### src/rtl/if_id_stage.sv
// Fetch stage and IF/ID pipeline register: owns the PC, drives the imem address, flags load-use hazards.
// Latency: imem_data is latched into id_inst one edge after imem_addr is presented; control_sel is combinational.
// Backpressure: a load-use hazard or a halt in ID freezes PC and IF/ID; pc_src=10 holds; redirects flush one slot.
// Optional: define IF_ID_PERF_CNT_EN to add stall_cnt/flush_cnt counters.
module if_id_stage #(
   parameter logic [31:0] RESET_PC = 32'h0000_0000,
   parameter logic [31:0] NOP_INST = 32'h0000_0013
) (
   input  logic        clk,
   input  logic        rst,
   output logic [31:0] imem_addr,
   input  logic [31:0] imem_data,
   input  logic [1:0]  pc_src,
   input  logic [31:0] branch_target,
   input  logic [31:0] jalr_target,
   input  logic        id_ex_mem_read,
   input  logic [4:0]  id_ex_rd,
   output logic [31:0] id_inst,
   output logic [31:0] id_pc,
   output logic        id_valid,
   output logic        control_sel,
   output logic        halted
`ifdef IF_ID_PERF_CNT_EN
   ,
   output logic [31:0] stall_cnt,
   output logic [31:0] flush_cnt
`endif
);

   localparam logic [1:0] PC_SRC_SEQ  = 2'b00;
   localparam logic [1:0] PC_SRC_BR   = 2'b01;
   localparam logic [1:0] PC_SRC_HOLD = 2'b10;
   localparam logic [1:0] PC_SRC_JALR = 2'b11;

   localparam logic [6:0] OP_REG    = 7'b0110011;
   localparam logic [6:0] OP_STORE  = 7'b0100011;
   localparam logic [6:0] OP_BRANCH = 7'b1100011;
   localparam logic [6:0] OP_HALT   = 7'b1111111;

   logic [31:0] pc;
   logic [6:0]  id_opcode;
   logic [4:0]  id_rs1;
   logic [4:0]  id_rs2;
   logic        id_uses_rs2;
   logic        halt_in_id;
   logic        redirect_taken;

   assign imem_addr = pc;
   assign id_opcode = id_inst[6:0];
   assign id_rs1    = id_inst[19:15];
   assign id_rs2    = id_inst[24:20];

   // Load-use hazard: only R-type, store and branch actually read rs2, so other formats ignore that field.
   always_comb begin
      id_uses_rs2 = 1'b0;
      control_sel = 1'b0;
      if ((id_opcode == OP_REG) || (id_opcode == OP_STORE) || (id_opcode == OP_BRANCH)) begin
         id_uses_rs2 = 1'b1;
      end
      if (id_valid && !halted && id_ex_mem_read && (id_ex_rd != 5'd0)) begin
         if ((id_ex_rd == id_rs1) || (id_uses_rs2 && (id_ex_rd == id_rs2))) begin
            control_sel = 1'b1;
         end
      end
   end

   // Halt opcode sitting in ID (only a real fetched instruction counts, never the injected NOP).
   assign halt_in_id = id_valid && (id_opcode == OP_HALT);

   // A redirect is only taken when nothing of higher priority freezes the stage this edge.
   assign redirect_taken = !halted && !control_sel && !halt_in_id &&
                           ((pc_src == PC_SRC_BR) || (pc_src == PC_SRC_JALR));

   // PC and IF/ID register update in strict priority: reset, halted, stall, halt-in-ID, pc_src.
   always_ff @(posedge clk) begin
      if (rst) begin
         pc       <= RESET_PC;
         id_inst  <= NOP_INST;
         id_pc    <= 32'h0;
         id_valid <= 1'b0;
         halted   <= 1'b0;
      end else if (halted) begin
         // Sticky: everything frozen until the next reset.
      end else if (control_sel) begin
         // Stall holds regardless of pc_src so the dependent instruction re-evaluates next cycle.
      end else if (halt_in_id) begin
         halted <= 1'b1;
      end else begin
         case (pc_src)
            PC_SRC_BR: begin
               pc       <= branch_target;
               id_inst  <= NOP_INST;
               id_pc    <= 32'h0;
               id_valid <= 1'b0;
            end
            PC_SRC_JALR: begin
               pc       <= {jalr_target[31:1], 1'b0};
               id_inst  <= NOP_INST;
               id_pc    <= 32'h0;
               id_valid <= 1'b0;
            end
            PC_SRC_HOLD: begin
               // Control asked to hold fetch; PC and IF/ID keep their values.
            end
            default: begin
               pc       <= pc + 32'd4;
               id_inst  <= imem_data;
               id_pc    <= pc;
               id_valid <= 1'b1;
            end
         endcase
      end
   end

`ifdef IF_ID_PERF_CNT_EN
   // Performance counters: count stall edges and taken redirects, frozen while halted, wrap naturally.
   always_ff @(posedge clk) begin
      if (rst) begin
         stall_cnt <= 32'h0;
         flush_cnt <= 32'h0;
      end else if (!halted) begin
         if (control_sel) begin
            stall_cnt <= stall_cnt + 32'd1;
         end
         if (redirect_taken) begin
            flush_cnt <= flush_cnt + 32'd1;
         end
      end
   end
`endif

endmodule

### config.mk
export PLATFORM = sky130hd
export DESIGN_NAME = if_id_stage
export DESIGN_NICKNAME = d
export VERILOG_FILES = /design/src/rtl/if_id_stage.sv
export SDC_FILE = /design/constraint.sdc
export NUM_CORES = 1
export LEC_CHECK = 0
export BUFFER_PORTS_ARGS = -buffer_cell sky130_fd_sc_hd__buf_2
export CAP_MARGIN = 5
export CORE_MARGIN = 10
export CORE_UTILIZATION = 40
export CTS_CLUSTER_SIZE = 14
export DETAILED_ROUTE_END_ITERATION = 12
export PLACE_DENSITY = 0.74
export SLEW_MARGIN = 0
export SYNTH_ARGS = -nofsm -noshare
export SYNTH_HDL_FRONTEND = slang
export SYNTH_SLANG_ARGS = --single-unit
### constraint.sdc
create_clock -name clk -period 2.2 [get_ports clk]
set_input_delay 0.44 -clock clk [delete_from_list [all_inputs] [get_ports clk]]
set_output_delay 0.44 -clock clk [all_outputs]
set_load 0.01 [all_outputs]
* Yosys cells after proc, flatten, opt, wreduce, memory -nomap -nowiden
Index checks and enable logic that the tools add are counted.
** Word-level totals
- Bits in registers :: 98
- Output and inout port bits :: 99
- Logic and storage cells :: 41
** Cells by class
- $add $sub $neg :: 1
- Equality and inequality tests :: 9
- Mux-type cells :: 10
- Bitwise gates (word level) :: 4
- Reduce and logical (&&, ||, !) cells :: 12
** Operator list (number)
- 32-bit case mux with 2 select lines :: 2
- 32-bit case mux with 3 select lines :: 1
- 32-bit by 3-bit adder with 32-bit output, second input constant :: 1
- 7-bit by 6-bit == test with 1-bit output, second input constant :: 2
- 7-bit == test, second input constant :: 2
- 5-bit == test :: 2
- 1-bit 2-to-1 mux :: 6
- 1-bit logical AND :: 5
- 5-bit nonzero test :: 1
- 2-bit == test, second input constant :: 2
- 1-bit NOT :: 4
- 4-bit AND reduction :: 1
- 1-bit logical OR :: 3
- 2-bit by 1-bit == test with 1-bit output, second input constant :: 1
- 1-bit case mux with 2 select lines :: 1
- 2-bit OR reduction :: 1
- 1-bit logical NOT :: 1

* Depth between registers and ports, before layout
Gate-level depths: netlist of the first run.
- Word-level depth :: 10
- Depth in mapped cells :: 8
- Mapped depth without buffers :: 7

* Least setup slack after synthesis of the first run
OpenSTA, ideal clock, no wires.
- Path type :: flip-flop to flip-flop
- From :: register pc[2] (netlist: imem_addr[2])
- To :: register pc[20] (netlist: imem_addr[20])
- Arrival time :: 2014 ps
- Required time :: 2126 ps
- Setup slack :: 111 ps
- Stages on the path, launching flop included :: 6
- Path buffers :: 0
- Clock period less this slack :: 2089 ps
- Path through :: dfxtp_1 > ha_1 > nand3_2 > or4_1 > or4_1 > a31oi_1
** On the way
- Cells in the longest elaborated chain, start to end :: 2
** Ends and longest elaborated chain
- start: declaration :: RTL line 40 : logic [31:0] pc;
- start signal: assignment :: RTL line 91 : pc <= branch_target;
- start signal: assignment :: RTL line 97 : pc <= {jalr_target[31:1], 1'b0};
- start signal: assignment :: RTL line 106 : pc <= pc + 32'd4;
- 32-bit by 3-bit adder with 32-bit output :: RTL line 106
- 32-bit case mux with 3 select lines :: RTL line 89 : case (pc_src)
No other way between the ends.
A chain may end at the register's enable or synchronous reset.

* Worst setup path in the final report of the first run
- From :: register id_inst[4]
- To :: output port control_sel
** On the way
- Cells in the longest elaborated chain, start to end :: 8
- Elaborated cells between the ends (all ways) :: 10
** Ends and longest elaborated chain
- start: declaration :: RTL line 18 : output logic [31:0] id_inst,
- start signal: assignment :: RTL line 107 : id_inst <= imem_data;
- 7-bit by 6-bit == test with 1-bit output :: RTL line 57 : if ((id_opcode == OP_REG) || (id_opcode == OP_STORE) || (id_opcode == OP_BRANCH)) begin
- 1-bit logical OR :: RTL line 57
- 1-bit logical OR (*) :: RTL line 57
- 1-bit 2-to-1 mux (*) :: RTL line 57
- 1-bit logical AND (*) :: RTL line 61 : if ((id_ex_rd == id_rs1) || (id_uses_rs2 && (id_ex_rd == id_rs2))) begin
- 1-bit logical OR (*) :: RTL line 61
- 1-bit 2-to-1 mux (*) :: RTL line 61
- 1-bit 2-to-1 mux (*) :: RTL line 60 : if (id_valid && !halted && id_ex_mem_read && (id_ex_rd != 5'd0)) begin
- end: declaration :: RTL line 21 : output logic control_sel,
Mark *: on every way between the ends. The rest lies on a longest branch, timed or not.

==> impl_metrics.toml, run 1 <==
[status]
outcome = "complete, no violations"

[clock_tree]
tritoncts = "yes"
cts_sinks = 98
clock_path_buffers = 2
htree_levels = 3
clockRootBuffer = "clkbuf_16"
cts.clk_slew.worst_paths_ns = 0.06
clk_latency_ns = 0.35
cts_inserted_buffers = 9

[critical_path]
worstPathRequired_ns = 1.76
setup.worst_path.start_class = "flip-flop"
critPathSlowestCell = "dfxtp_2"
cp.arrival_ns = 1.71
reg2reg_to = "imem_addr[30]"
crit_path_cell_trace = "a211oi_2, nand4_1, o22ai_2, buf_12, nand2_1, inv_2, buf_6"
crit_start = "id_inst[4]"
path_class = "flip-flop to primary output"
r2r-start = "id_inst[4]"
r2r_slack_ns = 0.13
slowest_delay_ns = 0.33
crit_fanout = 4
worstSetupEndpoint = "control_sel"
crit_path_end_kind = "primary output"
reg2reg_depth = 10

[floorplan]
core_area_um2 = 12100
io-pin-count = 205
die_x_um = 131
start_util_pct = 41.1
die_y_um = 131
dieArea_um2 = 17300
fp-row-count = 40

[timing]
setup_viol = 0
rsz0062_at_grt = "false"
clock_skew_ns = 0.00832
worst_hold_slack_ns = 0.350
fin_crit_sh_pct = 97.8
finalHoldViolCount = 0
max_freq_mhz = 465
drv_slew = 0
worst_pin_slew_ns = 0.523
period_needed_ns = 2.15
relSlewSlack_pct = 65.1

[logic_synthesis]
ys_ff_latch = 98
netlist.area_leader.share_pct = 39.5
async_flop_share_pct = 0
synth_top_area_cell = "dfxtp_1"
syn_area_um2 = 4970
synth.area.top_cells = "dfxtp_1, a21oi_1, nand2_1"
synth_cell_types = 54
synth_edf_count = 0
synth_most_common_cell = "nand2_1"
synthCells = 645
synth_ff_type = "dfxtp_1"
yosysSeqAreaShare_pct = 39.5
yosys_warnings = 0
syn_nets = 752
netlist_top_cells_count = "nand2_1, dfxtp_1, a21oi_1"
synth.avg_cell_area_um2 = 7.71

[pwr]
p_leak_nw = 3.00
irDropWorstVdd_mv = 0.494
powerDensity_nw_per_um2 = 604

[cells_and_area]
antennaDiodeCount = 0
final_nets = 978
drive_above_1_share_pct = 36.6
final_core_util_pct = 57.2
syn2layout_area_growth_pct = 39.3
fillerInstances = 1181
final_cell_area_um2 = 6930

[global_routing]
grt_pass1_vias = 5657
grt_overflow = 0
grt_first_pass_wirelength_um = 29000
antenna_found_initial = 1
grt_max_degree = 52
grt_usage_pct = 20.1

[routing]
post_drt_wl_per_cell_um = 17.2
drt_iter0_drc = 496
drt-total-wl_um = 17800
antenna_left = 0
vias = 5654
drc_errors = 0
drt_pass1_iterations = 5
vias_per_cell = 5.44

[place]
routabilityCongestion = 0.860
dp_hpwl_um = 13300
dpl_cell_area_um2 = 6550
io_buffers = 203

[run]
max_cap_violations = 0

[worst_hold_path]
min_path_type = "primary input to flip-flop"
[routing by layer]
layer | track usage (%) | vias to the layer above | routed length (um)
li1 | - | 2767 | -
met4 | 5.32 | 2 | 226
met5 | 0 | - | 13
met3 | 7.89 | 22 | 1720
met2 | 32.3 | 233 | 8330
met1 | 24.3 | 2630 | 7540
[power breakdown]
part           total, W  leakage, nW  internal, W  switching, W
clock           0.00150        0.127     0.000857      0.000647
combinational  0.000750         2.07     0.000348      0.000401
sequential      0.00193        0.802      0.00185     0.0000723
total           0.00418         3.00      0.00306       0.00112
[per-stage QoR]
stage / instances / setup slack, ns / power (W) / setup TNS [ns]
finish: 1040 / 0.0476 / 0.00418 / 0
global route: 1040 / 0.00551 / 0.00437 / 0
CTS: 1035 / 0.0109 / 0.00421 / 0
detailed placement: 1020 / 0.0134 / 0.00270 / 0
global placement: 1020 / -0.00195 / 0.00269 / -0.00195
floorplan: 645 / 0.111 / 0.00233 / 0
[worst min-delay path by stage]
stage                  endpoint  cells after the start          start
detailed placement  id_inst[29]                      2    id_inst[29]
floorplan             id_pc[14]                      2      id_pc[14]
finish               id_inst[3]                      3   imem_data[3]
CTS                 id_inst[30]                      3  imem_data[30]
global placement    id_inst[25]                      2    id_inst[25]
global route         id_inst[3]                      3   imem_data[3]
[worst max-delay path: cells and delay by family, from the launching register on]
family / cells / cell delay [ns]
AND/OR/NAND/NOR: 2 / 0.23
AO/OA/AOI/OAI: 2 / 0.50
flip-flops: 1 / 0.33
buffers and inverters: 3 / 0.31
[sequential cells by signal, summed over array words and instances, names as in the netlist]
name       cells
halted         1
id_valid       1
id_inst       32
imem_addr     32
id_pc         32
[cells in the final DEF (no fill, tap or decap), drive strengths merged, types with 7 or more instances in the layout]
| master | instances |
|---|---|
| and3 | 9 |
| mux2 | 17 |
| nor3 | 16 |
| o21ai | 33 |
| nand4 | 7 |
| clkbuf | 11 |
| nor2 | 31 |
| nand3 | 76 |
| xnor2 | 10 |
| a31oi | 13 |
| mux2i | 15 |
| buf | 265 |
| dfxtp | 98 |
| a21oi | 92 |
| nand2 | 110 |
[cells by family (layout without fill, tap and decap cells)]
| kind of cell | Yosys count | count (layout) | share of synthesized area [%] |
|---|---|---|---|
| muxes | 32 | 32 | 6.87 |
| DFF | 98 | 98 | 39.5 |
| xor gates and xnor gates | 10 | 10 | 1.76 |
| and+or+nand+nor | 277 | 277 | 26.6 |
| buffers and inverters | 56 | 283 | 4.63 |
| AOI/OAI and AO/OA | 171 | 171 | 20.4 |
| adders and majority gates | 1 | 1 | 0.252 |
[repair_timing]
action                     CTS  global route
pin swaps                    3             4
buffers inserted             3             5
hold buffers                 0             0
resized for setup            3             9
setup endpoints to repair    1            50
[layout make-up]
cell class,count,area [um2],area share [%]
multi-input combinational,491,2820,40.7
sequential,98,1970,28.4
timing repair buffer,265,1640,23.7
clock buffer,11,233,3.36
tap,168,210,3.04
clock inverter,1,30.0,0.434
inverter,6,22.5,0.325
(Power assumes the default switching activity.)
==> run 2: changes to the inputs <==
- ABC_AREA: not set -> 1
- CAP_MARGIN: 5 -> 20
- PLACE_DENSITY: 0.74 -> 0.72
- SLEW_MARGIN: 0 -> 5
==> impl_metrics.toml, run 2 <==
[place]
routabilityCongestion = 0.975
dp.cells = 1316
dp_hpwl_um = 15600
io_buffers = 203
dpl_cell_area_um2 = 7080

[cells_and_area]
finalNonFillerCells = 1336
final_nets = 1252
layout_commonest_cell = "nand2_1"
final_cell_mix = "nand2_1, buf_2, nor2_1, nand3_1, dfxtp_1"
final_cell_area_um2 = 7480
syn2layout_area_growth_pct = 25.9
fillerInstances = 1521
drive_above_1_share_pct = 24.5

[timing]
drv_slew = 0
relSlewSlack_pct = 53.3
max_freq_mhz = 481
period_needed_ns = 2.08
finalHoldViolCount = 0
setup_viol = 0
clock_skew_ns = 0.00831
final.setup.tns_ns = 0
worst_pin_slew_ns = 0.699
fin_crit_sh_pct = 94.5

[run]
max_cap_violations = 0

[pwr]
powerDensity_nw_per_um2 = 610
power.internal_w = 0.00329
total_power_w = 0.00456
irDropWorstVdd_mv = 0.354
p_leak_nw = 3.53
sw_frac_of_total_pct = 27.7
power.switching_w = 0.00126
clockPowerShare_pct = 40.1
pwr-share-comb_pct = 17.1
p_seq_share_pct = 42.8

[logic_synthesis]
synth_ff_type = "dfxtp_1"
synth_edf_count = 0
synth_most_common_cell = "nand2_1"
syn_area_um2 = 5940
synth.avg_cell_area_um2 = 6.11
synth.area.top_cells = "dfxtp_1, nand2_1, nand3_1"
syn_nets = 1079
yosys_warnings = 0
synth_cell_types = 29
async_flop_share_pct = 0
netlist_top_cells_count = "nand2_1, nor2_1, nand3_1"
synthCells = 972
yosysSeqAreaShare_pct = 33.0
ys_ff_latch = 98
netlist.area_leader.share_pct = 33.0
synth_top_area_cell = "dfxtp_1"

[clock_tree]
clock_path_buffers = 2
cts.clk_slew.worst_paths_ns = 0.06
cts_hold_buf = 0
cts_sinks = 98
htree_levels = 3
clk_latency_ns = 0.35
cts_inserted_buffers = 9
clockRootBuffer = "clkbuf_16"
tritoncts = "yes"

[floorplan]
io-pin-count = 205
start_util_pct = 40.9
fp-row-count = 44
dieArea_um2 = 20100
die_y_um = 142
core_area_um2 = 14500
die_x_um = 142

[global_routing]
grt_usage_pct = 20.3
grt_first_pass_wirelength_um = 33300
antenna_found_initial = 2
grt_overflow = 0
grt_pass1_vias = 6361
grt_max_degree = 134

[routing]
post_drt_wl_per_cell_um = 15.9
vias = 6839
drt_iter0_drc = 541
antenna_left = 0
vias_per_cell = 5.12
drc_errors = 0
drt_pass1_iterations = 5
drt-total-wl_um = 21300

[critical_path]
crit_path_cell_trace = "nor3b_4, nand3_1, o21ai_2, nand2_2, buf_6, inv_1, buf_2"
crit_path_end_kind = "primary output"
crit_fanout = 9
setup.worst_path.start_class = "flip-flop"
slowest_delay_ns = 0.36
crit_start = "id_inst[2]"
worstPathRequired_ns = 1.76
cp.arrival_ns = 1.64
path_class = "flip-flop to primary output"
critPathSlowestCell = "dfxtp_1"
path_delay_family = "simple AND/OR/NAND/NOR gates"
worst-path-buf-inv = 3
r2r-start = "imem_addr[3]"

[worst_hold_path]
min_path_type = "primary input to flip-flop"
hold_path.startpoint = "rst"

[status]
outcome = "complete, no violations"
==> run 2: path summary, 6_finish.rpt <==
path / endpoint / slack, ns / cells past startpoint
max: control_sel / 0.12 / 7
max reg2reg: imem_addr[16] / 0.21 / 9
min reg2reg: id_inst[12] / 0.46 / 2
min: imem_addr[31] / 0.29 / 2
==> run 2: metal layers <==
layer  GRT usage, %  share of wire [%]  vias to the layer above
li1               -                  -                     3483
met1           25.5                 43                     3068
met2           32.2                 46                      252
met3           6.04                8.2                       34
met4           7.48                2.3                        2
met5              0              0.052                        -
==> run 2: power groups by stage <==
stage | clock network [W] | logic [W] | registers (W)
floorplan | 0 | 0.000435 | 0.00201
global placement | 0 | 0.000769 | 0.00199
detailed placement | 0 | 0.000775 | 0.00199
CTS | 0.00185 | 0.000780 | 0.00195
global route | 0.00193 | 0.000875 | 0.00196
finish | 0.00183 | 0.000779 | 0.00195
==> run 2: repair_timing <==
item	in CTS	in global routing
resized for setup	1	7
setup buffers	0	2
pin swaps	0	2
setup endpoints to repair	1	1
==> run 2: logic make-up after synthesis <==
| group | after synthesis | synth area share [%] |
|---|---|---|
| simple gates | 592 | 43.5 |
| buf+inv | 165 | 11.9 |
| compound gates | 104 | 9.59 |
| flops | 98 | 33.0 |
| xor+xnor | 12 | 1.77 |
| fa+ha+maj | 1 | 0.211 |
==> run 2: area by class of cell <==
class                           instances  area (um2)  area share, %
Antenna cell                            2        5.00         0.0669
Clock buffer                           13         280           3.75
Clock inverter                          3        68.8          0.921
Inverter                               97         364           4.87
Multi-Input combinational cell        709        3300           44.1
Sequential cell                        98        1970           26.3
Tap cell                              184         230           3.08
Timing Repair Buffer                  230        1260           16.9
==> run 2: per-stage QoR <==
stage | hold WS, ns | worst slack [ns] | utilization (%)
3_5_place_dp | 0.450 | 0.0776 | 48.7
4_1_cts | 0.284 | 0.0493 | 51.2
2_1_floorplan | 0.483 | 0.415 | -
6_report | 0.295 | 0.122 | 51.4
3_3_place_gp | 0.446 | 0.126 | 48.7
5_1_grt | 0.294 | -0.00889 | 51.4
==> run 2: worst register-to-register path: cells and delay by family, from the launching register on <==
kind | cells | cell delay (ns)
and+or+nand+nor | 6 | 1.01
DFF | 1 | 0.41
adders and majority gates | 1 | 0.21
xor gates and xnor gates | 1 | 0.16
AOI/OAI and AO/OA | 1 | 0.14
==> run 3: changes to the inputs <==
- CTS_BUF_LIST: not set -> sky130_fd_sc_hd__clkbuf_4 sky130_fd_sc_hd__clkbuf_8
==> impl_metrics.toml, run 3 (synthesized netlist as in run 2, its figures left out) <==
[cells_and_area]
fillerInstances = 1528
final_cell_mix = "nand2_1, buf_2, nor2_1, nand3_1, dfxtp_1"
final_nets = 1253
finalNonFillerCells = 1337
layout_commonest_cell = "nand2_1"
syn2layout_area_growth_pct = 24.4
drive_above_1_share_pct = 24.8

[routing]
vias = 6840
drc_errors = 0
drt-total-wl_um = 21200
vias_per_cell = 5.12
drt_pass1_iterations = 5
drt_iter0_drc = 518
post_drt_wl_per_cell_um = 15.8
antenna_left = 0

[place]
io_buffers = 203
routabilityCongestion = 0.975
dp_hpwl_um = 15600
dp.cells = 1316
pre_cts_ws_ns = 0.0776

[timing]
fin_crit_sh_pct = 94.7
worst_pin_slew_ns = 0.698
finalHoldViolCount = 0
clock_skew_ns = 0.0152
period_needed_ns = 2.08
relSlewSlack_pct = 53.4
drv_slew = 0
setup_ws_ns = 0.118
final.setup.tns_ns = 0
setup_viol = 0
rsz0062_at_grt = "true"
max_freq_mhz = 480

[critical_path]
reg2reg_depth = 9
reg2reg_to = "imem_addr[16]"
cp.arrival_ns = 1.64
setup.worst_path.start_class = "flip-flop"
crit_path_end_kind = "primary output"
r2r-start = "imem_addr[3]"
crit_start = "id_inst[21]"
path_class = "flip-flop to primary output"
r2r_slack_ns = 0.21
worstSetupEndpoint = "control_sel"
worstPathRequired_ns = 1.76
crit_fanout = 5

[pwr]
irDropWorstVdd_mv = 0.249
total_power_w = 0.00415
p_leak_nw = 3.48
powerDensity_nw_per_um2 = 562

[floorplan]
start_util_pct = 40.9
dieArea_um2 = 20100
fp-row-count = 44
io-pin-count = 205
die_y_um = 142
die_x_um = 142
core_area_um2 = 14500

[global_routing]
grt_pass1_vias = 6348
grt_first_pass_wirelength_um = 33200
grt_usage_pct = 20.2
antenna_found_initial = 2
grt_overflow = 0
grt_max_degree = 134

[clock_tree]
cts.clk_slew.worst_paths_ns = 0.09
clockRootBuffer = "clkbuf_8"
htree_levels = 3
cts_sinks = 98
clock_path_buffers = 2
tritoncts = "yes"
cts_inserted_buffers = 9
clk_latency_ns = 0.39

[worst_hold_path]
min_path_type = "primary input to flip-flop"

[status]
outcome = "complete, no violations"

[run]
max_cap_violations = 0
==> run 3: through the flow <==
stage                     hold slack [ns]  utilization, %  area [um2]
after floorplan                     0.483               -        5940
after global placement              0.446            48.7        7080
after detailed placement            0.450            48.7        7080
after CTS                           0.243            50.5        7330
after global routing                0.256            50.8        7390
final                               0.263            50.8        7390
==> run 3: per-layer routing <==
layer / global-route usage [%] / vias to the layer above / part of all wire [%]
met3: 5.64 / 29 / 8.3
met2: 32.4 / 228 / 47
met4: 6.78 / 2 / 1.8
met1: 25.5 / 3099 / 43
met5: 0 / - / 0.052
li1: - / 3482 / -
==> run 3: final cells by class <==
type / count / area (um2) / area share [%]
sequential: 98 / 1970 / 26.6
clock buffer: 13 / 179 / 2.42
tap: 184 / 230 / 3.12
antenna: 2 / 5.00 / 0.0677
inverter: 97 / 364 / 4.93
clock inverter: 3 / 68.8 / 0.931
multi-input combinational: 709 / 3300 / 44.6
timing repair buffer: 231 / 1280 / 17.3
==> run 3: report_power, final <==
part           internal (W)  leakage (nW)  switching (W)
sequential          0.00186         0.802      0.0000927
clock              0.000768         0.126       0.000656
combinational      0.000312          2.56       0.000465
total               0.00294          3.48        0.00121
==> run 3: how the worst min path moves through the flow <==
stage	startpoint	to	slack (ns)	cells after the start
after floorplan	id_pc[18]	id_pc[18]	0.48	2
after global placement	id_pc[4]	id_pc[4]	0.45	2
after detailed placement	id_inst[12]	id_inst[12]	0.45	2
after CTS	rst	imem_addr[31]	0.24	2
after global routing	rst	id_pc[31]	0.26	2
final	rst	imem_addr[31]	0.26	2
==> run 3: worst max-delay path, stage by stage, from the launching register on <==
cell     delay [ns]
dfxtp_2        0.35
inv_1          0.04
nand2_1        0.05
nand2_1        0.06
nor2_2         0.12
nand2_1        0.08
o21ai_2        0.16
nand2_2        0.12
buf_6          0.15
inv_2          0.04
buf_6          0.09
==> run 3: what timing repair did <==
| item | in CTS | in global routing |
|---|---|---|
| pin swaps | 0 | 5 |
| gates resized for setup | 1 | 10 |
| setup buffers | 0 | 3 |
| hold buffers | 0 | 0 |
| setup endpoints to repair | 1 | 1 |
